## src/rtl/fb_cfg_loader.sv

```systemverilog
// Serial configuration loader for an fb_* config-cell chain: takes words over valid/ready and shifts
// CHAIN_LEN bits LSB-first into the chain. Optional readback of the chain tail under FB_CFG_READBACK_EN.
module fb_cfg_loader #(
  parameter int WORD_W    = 32,
  parameter int CHAIN_LEN = 64
) (
  input  logic              clk,
  input  logic              reset,
  input  logic              start,
  input  logic              start_clr,
  output logic              busy,
  output logic              done,
  input  logic [WORD_W-1:0] cfg_data,
  input  logic              cfg_valid,
  output logic              cfg_ready,
  output logic              config_clk,
  output logic              config_reset,
  output logic              config_in,
  input  logic              config_tail,
  output logic [WORD_W-1:0] rd_data,
  output logic              rd_valid
);

  localparam int CNT_W  = (CHAIN_LEN > 1) ? $clog2(CHAIN_LEN) : 1;
  localparam int BIDX_W = (WORD_W > 1) ? $clog2(WORD_W) : 1;
  localparam logic [CNT_W-1:0]  LAST_BIT = CNT_W'(CHAIN_LEN - 1);
  localparam logic [BIDX_W-1:0] LAST_IDX = BIDX_W'(WORD_W - 1);

  typedef enum logic [2:0] {
    S_IDLE,
    S_CLR,
    S_WAIT_WORD,
    S_SHIFT,
    S_DONE
  } state_t;

  state_t              r_state;
  state_t              w_state_nxt;
  logic                r_phase;
  logic                r_clr_cnt;
  logic [CNT_W-1:0]    r_bit_cnt;
  logic [BIDX_W-1:0]   r_bidx;
  logic [BIDX_W-1:0]   w_bidx_inc;
  logic [WORD_W-1:0]   r_word;
  logic                r_config_clk;
  logic                r_config_reset;
  logic                r_config_in;
  logic                w_hs;
  logic                w_last_bit;
  logic                w_word_end;

  assign w_hs       = (r_state == S_WAIT_WORD) && cfg_valid;
  assign w_last_bit = (r_bit_cnt == LAST_BIT);
  assign w_word_end = (r_bidx == LAST_IDX);
  assign w_bidx_inc = r_bidx + 1'b1;

  always_comb begin
    w_state_nxt = r_state;
    case (r_state)
      S_IDLE:      if (start) w_state_nxt = start_clr ? S_CLR : S_WAIT_WORD;
      S_CLR:       if (r_clr_cnt) w_state_nxt = S_WAIT_WORD;
      S_WAIT_WORD: if (w_hs) w_state_nxt = S_SHIFT;
      S_SHIFT: begin
        if (r_phase) begin
          if (w_last_bit)      w_state_nxt = S_DONE;
          else if (w_word_end) w_state_nxt = S_WAIT_WORD;
        end
      end
      S_DONE:      w_state_nxt = S_IDLE;
      default:     w_state_nxt = S_IDLE;
    endcase
  end

  // Chain outputs are registered so each bit sits stable on config_in across the config_clk rise.
  always_ff @(posedge clk or negedge reset) begin
    if (!reset) begin
      r_state        <= S_IDLE;
      r_phase        <= 1'b0;
      r_clr_cnt      <= 1'b0;
      r_bit_cnt      <= '0;
      r_bidx         <= '0;
      r_config_clk   <= 1'b0;
      r_config_reset <= 1'b0;
      r_config_in    <= 1'b0;
    end else begin
      r_state        <= w_state_nxt;
      r_clr_cnt      <= (r_state == S_CLR) ? ~r_clr_cnt : 1'b0;
      r_config_reset <= (w_state_nxt == S_CLR);
      case (r_state)
        S_IDLE: begin
          r_phase      <= 1'b0;
          r_bit_cnt    <= '0;
          r_bidx       <= '0;
          r_config_clk <= 1'b0;
          r_config_in  <= 1'b0;
        end
        S_WAIT_WORD: begin
          r_config_clk <= 1'b0;
          if (w_hs) begin
            r_config_in <= cfg_data[0];
            r_bidx      <= '0;
            r_phase     <= 1'b0;
          end
        end
        S_SHIFT: begin
          if (!r_phase) begin
            r_phase      <= 1'b1;
            r_config_clk <= 1'b1;
          end else begin
            r_phase      <= 1'b0;
            r_config_clk <= 1'b0;
            if (!w_last_bit) r_bit_cnt <= r_bit_cnt + 1'b1;
            if (w_last_bit || w_word_end) begin
              r_config_in <= 1'b0;
            end else begin
              r_bidx      <= w_bidx_inc;
              r_config_in <= r_word[w_bidx_inc];
            end
          end
        end
        default: begin
          r_config_clk <= 1'b0;
          r_config_in  <= 1'b0;
        end
      endcase
    end
  end

  always_ff @(posedge clk) begin
    if (w_hs) r_word <= cfg_data;
  end

  assign busy         = (r_state != S_IDLE);
  assign done         = (r_state == S_DONE);
  assign cfg_ready    = (r_state == S_WAIT_WORD);
  assign config_clk   = r_config_clk;
  assign config_reset = r_config_reset;
  assign config_in    = r_config_in;

`ifdef FB_CFG_READBACK_EN
  logic [WORD_W-1:0] r_shadow;
  logic [WORD_W-1:0] r_rd_data;
  logic              r_rd_valid;
  logic              w_word_closed;

  assign w_word_closed = (r_state == S_SHIFT) && r_phase && (w_last_bit || w_word_end);

  // Tail is sampled on the edge that raises config_clk, i.e. before the chain shifts that bit out.
  always_ff @(posedge clk) begin
    if (w_hs) r_shadow <= '0;
    else if ((r_state == S_SHIFT) && !r_phase) r_shadow[r_bidx] <= config_tail;
  end

  always_ff @(posedge clk or negedge reset) begin
    if (!reset) begin
      r_rd_valid <= 1'b0;
      r_rd_data  <= '0;
    end else begin
      r_rd_valid <= w_word_closed;
      if (w_word_closed) r_rd_data <= r_shadow;
    end
  end

  assign rd_data  = r_rd_data;
  assign rd_valid = r_rd_valid;
`else
  logic w_unused_tail;
  assign w_unused_tail = config_tail;
  assign rd_data       = '0;
  assign rd_valid      = 1'b0;
`endif

endmodule

```

## config.mk

```make
export PLATFORM = sky130hd
export DESIGN_NAME = fb_cfg_loader
export DESIGN_NICKNAME = d
export VERILOG_FILES = /design/src/rtl/fb_cfg_loader.sv
export SDC_FILE = /design/constraint.sdc
export NUM_CORES = 1
export LEC_CHECK = 0
export CAP_MARGIN = 10
export CORE_UTILIZATION = 23
export DETAILED_ROUTE_END_ITERATION = 8
export PLACE_DENSITY = 0.57
export SLEW_MARGIN = 30
export SYNTH_ARGS = -nofsm -noshare
export SYNTH_HDL_FRONTEND = slang
export SYNTH_SLANG_ARGS = --single-unit
```

## constraint.sdc

```tcl
create_clock -name clk -period 3.41 [get_ports clk]
set_clock_uncertainty 0.1 [all_clocks]
set_input_delay 0.341 -clock clk [delete_from_list [all_inputs] [get_ports clk]]
set_output_delay 0.341 -clock clk [all_outputs]
set_load 0.005 [all_outputs]
```

==> summary.txt, run 1 <==
Synth
  – Synthesized cell area: 2480 um2
  – Synth Area per Inst: 12.7 um2
  – Register bit total from synthesis: between 50 and 60
  – Synth unique cells: 36
  – Synth warnings: 0
  – Sequential fraction of the synthesis area: 57.9%
  – Post-synthesis cell count: approximately 200

Global routing
  – Gr ovfl total: 0
  – Vias in the first global route: between 1k and 1.5k
  – Total Routing Usage GR: 7.61%
  – Largest net degree at the start of global routing: 33
  – Initial antenna violation count: 0
  – First-pass GRT wire length: 6.84 mm

Worst setup path
  – WP data arrival: 2.11 ns
  – Worst R2R Start: r_bidx[0]$_DFFE_PN0P_
  – Worst path required time: 2.97 ns
  – Worst R2R Path Depth: 7
  – Startpoint types: flop
  – Internal reg-to-reg setup slack: 1.04 ns
  – Worst path max stage delay: approximately 0.6 ns
  – Crit path max fanout: 18
  – Worst Path Class, Setup: reg2out
  – Crit-path cells: nor3_1 > inv_1 > clkdlybuf4s50_1
  – FF-to-FF End: config_in$_DFFE_PN0P_
  – Crit-path slowest cell: dfrtp_1
  – Worst setup EP type: output pin

Floorplanning
  – Die Y: 106 um
  – Die area: 11,200 um2
  – Num rows: 37
  – IO Pins: 77
  – Initial Utilization: 23.9%
  – Core Area: 10,400 um2
  – Die Wd: 106 um

Cells and area
  – Most frequent cells in the layout: clkdlybuf4s50_1, conb_1, edfxtp_1
  – Final nets: 282
  – Number of fill cells: between 1k and 1.5k
  – Antenna Cells: 0
  – Fraction of final layout cells sized beyond drive strength 1: a little under 8%
  – Commonest non-fill, non-tap cell in the layout: clkdlybuf4s50_1
  – Util after Layout: 29.2%
  – P&R area growth vs syn: 22.2%

Worst hold path
  – Min-Delay Endpoint: r_bidx[4]$_DFFE_PN0P_
  – HP Start: r_bidx[4]$_DFFE_PN0P_
  – Hold Crit Depth: 2
  – Worst Hold Class: reg2reg

Clock network
  – Clock Latency Late Sink: approximately 0.30 ns
  – CTS Buf Count: 5
  – Worst-path clk slew: 0.09 ns
  – CTS tree: yes
  – Post-cts sizing count: 0
  – CTS root buf: clkbuf_8
  – CTS Sinks: 51
  – Max Buffers Root-to-Sink: 2
  – CTS H-tree depth: 2

Timing
  – Final period utilization: 74.8%
  – Fmax: 0.392 GHz
  – Setup_tns: 0 ns
  – Unrepaired setup endpoints after global routing: no
  – Final setup vio count: 0
  – Min Tclk post-route: roughly 2.6 ns
  – Slew headroom: 63.0%
  – Pins Over Slew Limit: 0
  – Endpoints failing hold: 0
  – Worst-margin pin slew: approximately 0.55 ns

Drt
  – Drt wl/cell: 10.6 um
  – Average vias per placed instance: 3.93
  – DRT antenna net count: 0
  – Via count: 1,487
  – Routed wire length: between 4 and 5 mm
  – First-pass DRT Iterations: 4
  – DRC Markers: 0
  – DRT iter0 DRCs: between 40 and 50

Run status
  – Outcome: completed

Pwr
  – Worst vdd ir: 0.217 mV
  – Pwr dens: 655 nW/um2
  – Leakage Power: 1.17 nW
  – Total power: 1.98 mW

Placed design
  – PortBufs: 42
  – DPL Wire Length: 2.95 mm
  – Final GP Congestion: between 0.7 and 0.8

Flow run
  – # Max-Cap Violations: 0
==> final cells by class <==
type | count | area [um2] | share of cell area [%]
Sequential cell | 51 | 1440 | 47.4
Tap cell | 136 | 170 | 5.62
Multi-Input combinational cell | 134 | 881 | 29.1
Clock buffer | 5 | 68.8 | 2.27
Clock inverter | 3 | 18.8 | 0.619
Inverter | 4 | 15.0 | 0.495
Timing Repair Buffer | 45 | 440 | 14.5
==> worst max-delay path, delay by kind of cell (launching register included) <==
family,cells,cell delay (ns)
flip-flops,1,0.59
buffers and inverters,2,0.66
AND/OR/NAND/NOR,1,0.56
==> power breakdown <==
part	total (mW)	internal, mW	switching [mW]
Sequential	0.888	0.781	0.106
Clock	0.346	0.144	0.202
Combinational	0.750	0.373	0.378
==> cells in the mapped netlist <==
master / number / share of area (%)
buf_4: 35 / 11
edfxtp_1: 32 / 39
dfrtp_1: 19 / 19
nand2_1: 16 / 2.4
mux2i_1: 11 / 4.4
nor2_1: 9 / 1.4
o21ai_0: 8 / 1.6
mux4_2: 5 / 4.5
nand3_1: 5 / 1.0
nor3_1: 5 / 1.0
xor2_1: 5 / 1.8
a21oi_1: 4 / 0.81
inv_1: 4 / 0.61
a211oi_1: 3 / 0.91
and3_1: 3 / 0.76
clkbuf_1: 3 / 0.45
ha_1: 3 / 1.5
nor3b_1: 3 / 0.91
nand2b_1: 2 / 0.50
nand4_1: 2 / 0.50
nor2b_1: 2 / 0.50
o21bai_1: 2 / 0.61
o22ai_1: 2 / 0.50
a211o_1: 1 / 0.35
a22o_1: 1 / 0.35
a31oi_1: 1 / 0.25
and4_1: 1 / 0.35
buf_2: 1 / 0.20
conb_1: 1 / 0.15
nand3b_1: 1 / 0.30
nand4b_1: 1 / 0.35
o2111ai_1: 1 / 0.35
o311a_1: 1 / 0.40
o32ai_2: 1 / 0.66
xnor2_1: 1 / 0.35
xor2_2: 1 / 0.66
==> how the worst max path moves through the flow <==
stage | cells past startpoint | slack [ns] | end | from
final | 3 | 0.86 | busy | r_state[0]$_DFF_PN0_
after global routing | 3 | 0.70 | busy | r_state[0]$_DFF_PN0_
after CTS | 3 | 0.80 | busy | r_state[0]$_DFF_PN0_
after detailed placement | 7 | 1.06 | config_in$_DFFE_PN0P_ | r_bidx[0]$_DFFE_PN0P_
after global placement | 7 | 1.04 | config_in$_DFFE_PN0P_ | r_bidx[0]$_DFFE_PN0P_
after floorplan | 3 | 0.78 | r_word[0]$_DFFE_PP_ | r_state[1]$_DFF_PN0_
==> flip-flops by register name, summed over array words and instances (netlist names) <==
register	cells
r_word	32
r_bit_cnt	6
r_bidx	5
r_state	3
config_clk	1
config_in	1
config_reset	1
r_clr_cnt	1
r_phase	1
==> cells by family after synthesis <==
kind of cell | share of synthesized area (%)
DFF | 57.9
and+or+nand+nor | 9.99
buffers and inverters | 11.9
AOI/OAI and AO/OA | 6.81
muxes | 8.98
xor gates and xnor gates | 2.78
adders and majority gates | 1.51
other | 0.151
==> what timing repair did <==
action                     4_1_cts  5_1_grt
hold endpoints to repair         0       19
setup buffers                    0        0
hold buffers                     0        1
setup endpoints to repair        0        0
==> through the flow <==
step | setup slack [ns] | cells | cell area [um2] | hold slack (ns)
after global placement | 1.04 | 369 | 2940 | 0.372
after CTS | 0.803 | 377 | 3030 | 0.401
after floorplan | 0.785 | 228 | 2610 | -0.0546
after global routing | 0.696 | 378 | 3030 | 0.442
after detailed placement | 1.06 | 369 | 2940 | 0.378
final | 0.860 | 378 | 3030 | 0.398
==> routing by layer <==
metal  wire (um)  up-vias  part of all wire (%)  track usage, %
li1            -      729                     -               -
met1        1740      686                    43            9.12
met2        2000       68                    50            13.5
met3         240        4                   6.0            1.98
met4          25        0                  0.62            1.79
met5           0        -                     0               0
(Power assumes the default switching activity.)
==> inputs of run 2 (changes only) <==
Clock period 3.41 ns to 2.12 ns, I/O delays scaled along.
==> run 2 against run 1 <==
  * Global-route usage is 0.82 points higher
  * Power is 77% higher
  * First-iteration DRC count is 14% higher
  * Non-clock buffer count is 8 higher
  * Largest cell class unchanged
  * Largest power group unchanged
  * Highest routed layer unchanged
==> summary.txt, run 2 (synthesis results as in run 1) <==
Global routing
  – Gr ovfl total: 0 (unchanged)
  – Total Routing Usage GR: 8.43% (+0.82 points)
  – First-pass GRT wire length: 7.51 mm (+9.8%)
  – Largest net degree at the start of global routing: 33 (unchanged)
  – Vias in the first global route: 1,550 (+5.4%)
  – Initial antenna violation count: 0 (unchanged)

Clock network
  – Worst-path clk slew: 0.10 ns (about the same)
  – CTS tree: yes
  – CTS Buf Count: 5 (unchanged)
  – CTS root buf: clkbuf_8
  – Hold-fix buffers, CTS: 0 (unchanged)
  – Post-CTS Setup Bufs: 0 (unchanged)
  – CTS H-tree depth: 2 (unchanged)
  – Clock Latency Late Sink: 0.31 ns (about the same)
  – CTS Sinks: 51 (unchanged)
  – Max Buffers Root-to-Sink: 2 (unchanged)

Cells and area
  – Antenna Cells: 0 (unchanged)
  – Most frequent cells in the layout: clkdlybuf4s50_1, conb_1, edfxtp_1
  – Design area: 3190 um2 (+5.2%)
  – P&R area growth vs syn: 28.6%
  – Fraction of final layout cells sized beyond drive strength 1: 13.6% (+5.7 points)
  – Top flop regs: r_word (32), r_bit_cnt (6), r_bidx (5)
  – Commonest non-fill, non-tap cell in the layout: clkdlybuf4s50_1
  – Util after Layout: 30.7% (+1.5 points)
  – Post-Layout Cell Count: 386 (+2.1%)
  – Largest Register: r_word
  – Final nets: 290 (+2.8%)
  – Largest register FFs: 32 (unchanged)

Drt
  – First-pass DRT Iterations: 3 (-1)
  – DRT antenna net count: 0 (unchanged)
  – Drt wl/cell: 11.3 um (+6.7%)
  – Average vias per placed instance: 4.04 (+2.6%)
  – DRT iter0 DRCs: 50 (+14%)
  – Via count: 1,558 (+4.8%)
  – DRC Markers: 0 (unchanged)
  – Routed wire length: 4.37 mm (+9.0%)

Pwr
  – Worst vdd ir: 0.340 mV (+57%)
  – Pwr dens: 1100 nW/um2 (+69%)
  – Leakage Power: 1.22 nW (+4.5%)
  – Total power: 3.52 mW (+77%)

Timing
  – Fmax: 0.492 GHz
  – Final setup vio count: 0 (unchanged)
  – Endpoints failing hold: 0 (unchanged)
  – Pins Over Slew Limit: 0 (unchanged)
  – Post-route setup slack: 0.0869 ns (-0.773 ns)
  – Final period utilization: 95.9%
  – Min Tclk post-route: 2.03 ns

Floorplanning
  – Initial Utilization: 23.9% (unchanged)
  – Core Area: 10,400 um2 (unchanged)
  – Num rows: 37 (unchanged)
  – Die area: 11,200 um2 (unchanged)
  – Die Y: 106 um (unchanged)
  – Die Wd: 106 um (unchanged)
  – IO Pins: 77 (unchanged)

Run status
  – Outcome: completed

Worst hold path
  – Worst Hold Class: in2async

Placed design
  – Pre-CTS setup slack: -0.0136 ns (-1.07 ns)
  – PortBufs: 42 (unchanged)
  – DP Area: 3020 um2 (+2.7%)
  – Placed insts: 378 (+2.4%)
  – Final GP Congestion: 0.766 (+6.8%)
  – DPL Wire Length: 3.17 mm (+7.3%)

Flow run
  – # Max-Cap Violations: 0 (unchanged)

Worst setup path
  – Worst setup EP type: flop
  – Startpoint types: flop
  – Internal reg-to-reg setup slack: 0.09 ns (-0.95 ns)
  – Crit path max fanout: 4 (-14)
  – Worst Path Class, Setup: reg2reg
  – Worst path required time: 2.23 ns (-0.74 ns)
  – WP data arrival: 2.14 ns (+0.03 ns)
[run 2: path summary, 6_finish.rpt]
path,from,end,cells past startpoint
worst max-delay path,r_bidx[1]$_DFFE_PN0P_,config_in$_DFFE_PN0P_,7
worst min-delay path,reset,r_bit_cnt[1]$_DFFE_PN0P_,2
worst max register to register,r_bidx[1]$_DFFE_PN0P_,config_in$_DFFE_PN0P_,7
worst min register to register,r_bit_cnt[0]$_DFFE_PN0P_,r_bit_cnt[0]$_DFFE_PN0P_,1
max in group asynchronous,reset,r_bidx[2]$_DFFE_PN0P_,2
min in group clk,cfg_data[23],r_word[23]$_DFFE_PP_,1
[run 2: report_power, final]
part | internal, mW | switching, mW
Combinational | 0.747 | 0.665
Clock | 0.354 | 0.315
Sequential | 1.26 | 0.179
Total | 2.36 | 1.16
[run 2: area by class of cell]
class,count,area (um2)
clock buffer,7,76.3
clock inverter,1,30.0
fill,1056,7180
inverter,4,15.0
multi-input combinational,134,938
sequential,51,1440
tap,136,170
timing repair buffer,53,519
[run 2: worst max-delay path: stages (launching register included)]
cell,delay [ns]
dfrtp_1,0.43
ha_4,0.21
buf_4,0.14
and3_4,0.18
ha_4,0.26
inv_2,0.04
o311a_1,0.34
o32ai_2,0.25
[run 2: through the flow]
stage          hold WS (ns)  TNS (ns)
6_report              0.155         0
5_1_grt               0.218   -0.0146
4_1_cts               0.180         0
3_5_place_dp          0.378   -0.0136
3_3_place_gp          0.371         0
2_1_floorplan        -0.184         0
[run 2: metal layers]
metal / wire [um] / track usage [%] / vias to the layer above
met2: 2190 / 14.1 / 66
li1: - / - / 748
met4: 32 / 2.08 / 0
met3: 222 / 2.10 / 5
met1: 1920 / 10.8 / 739
met5: 0 / 0 / -
[run 2: timing repair]
action | CTS | global route
endpoints found under the hold margin | 0 | 0
pin swaps | 0 | 3
resized for setup | 2 | 10
gates cloned | 0 | 0
endpoints found under the setup margin | 1 | 3
==> inputs of run 3 (changes only) <==
Settings changed: SKIP_LAST_GASP from default to 1.
==> results of run 3 <==
The final DEF is identical to that of run 2; final timing and power are the same.
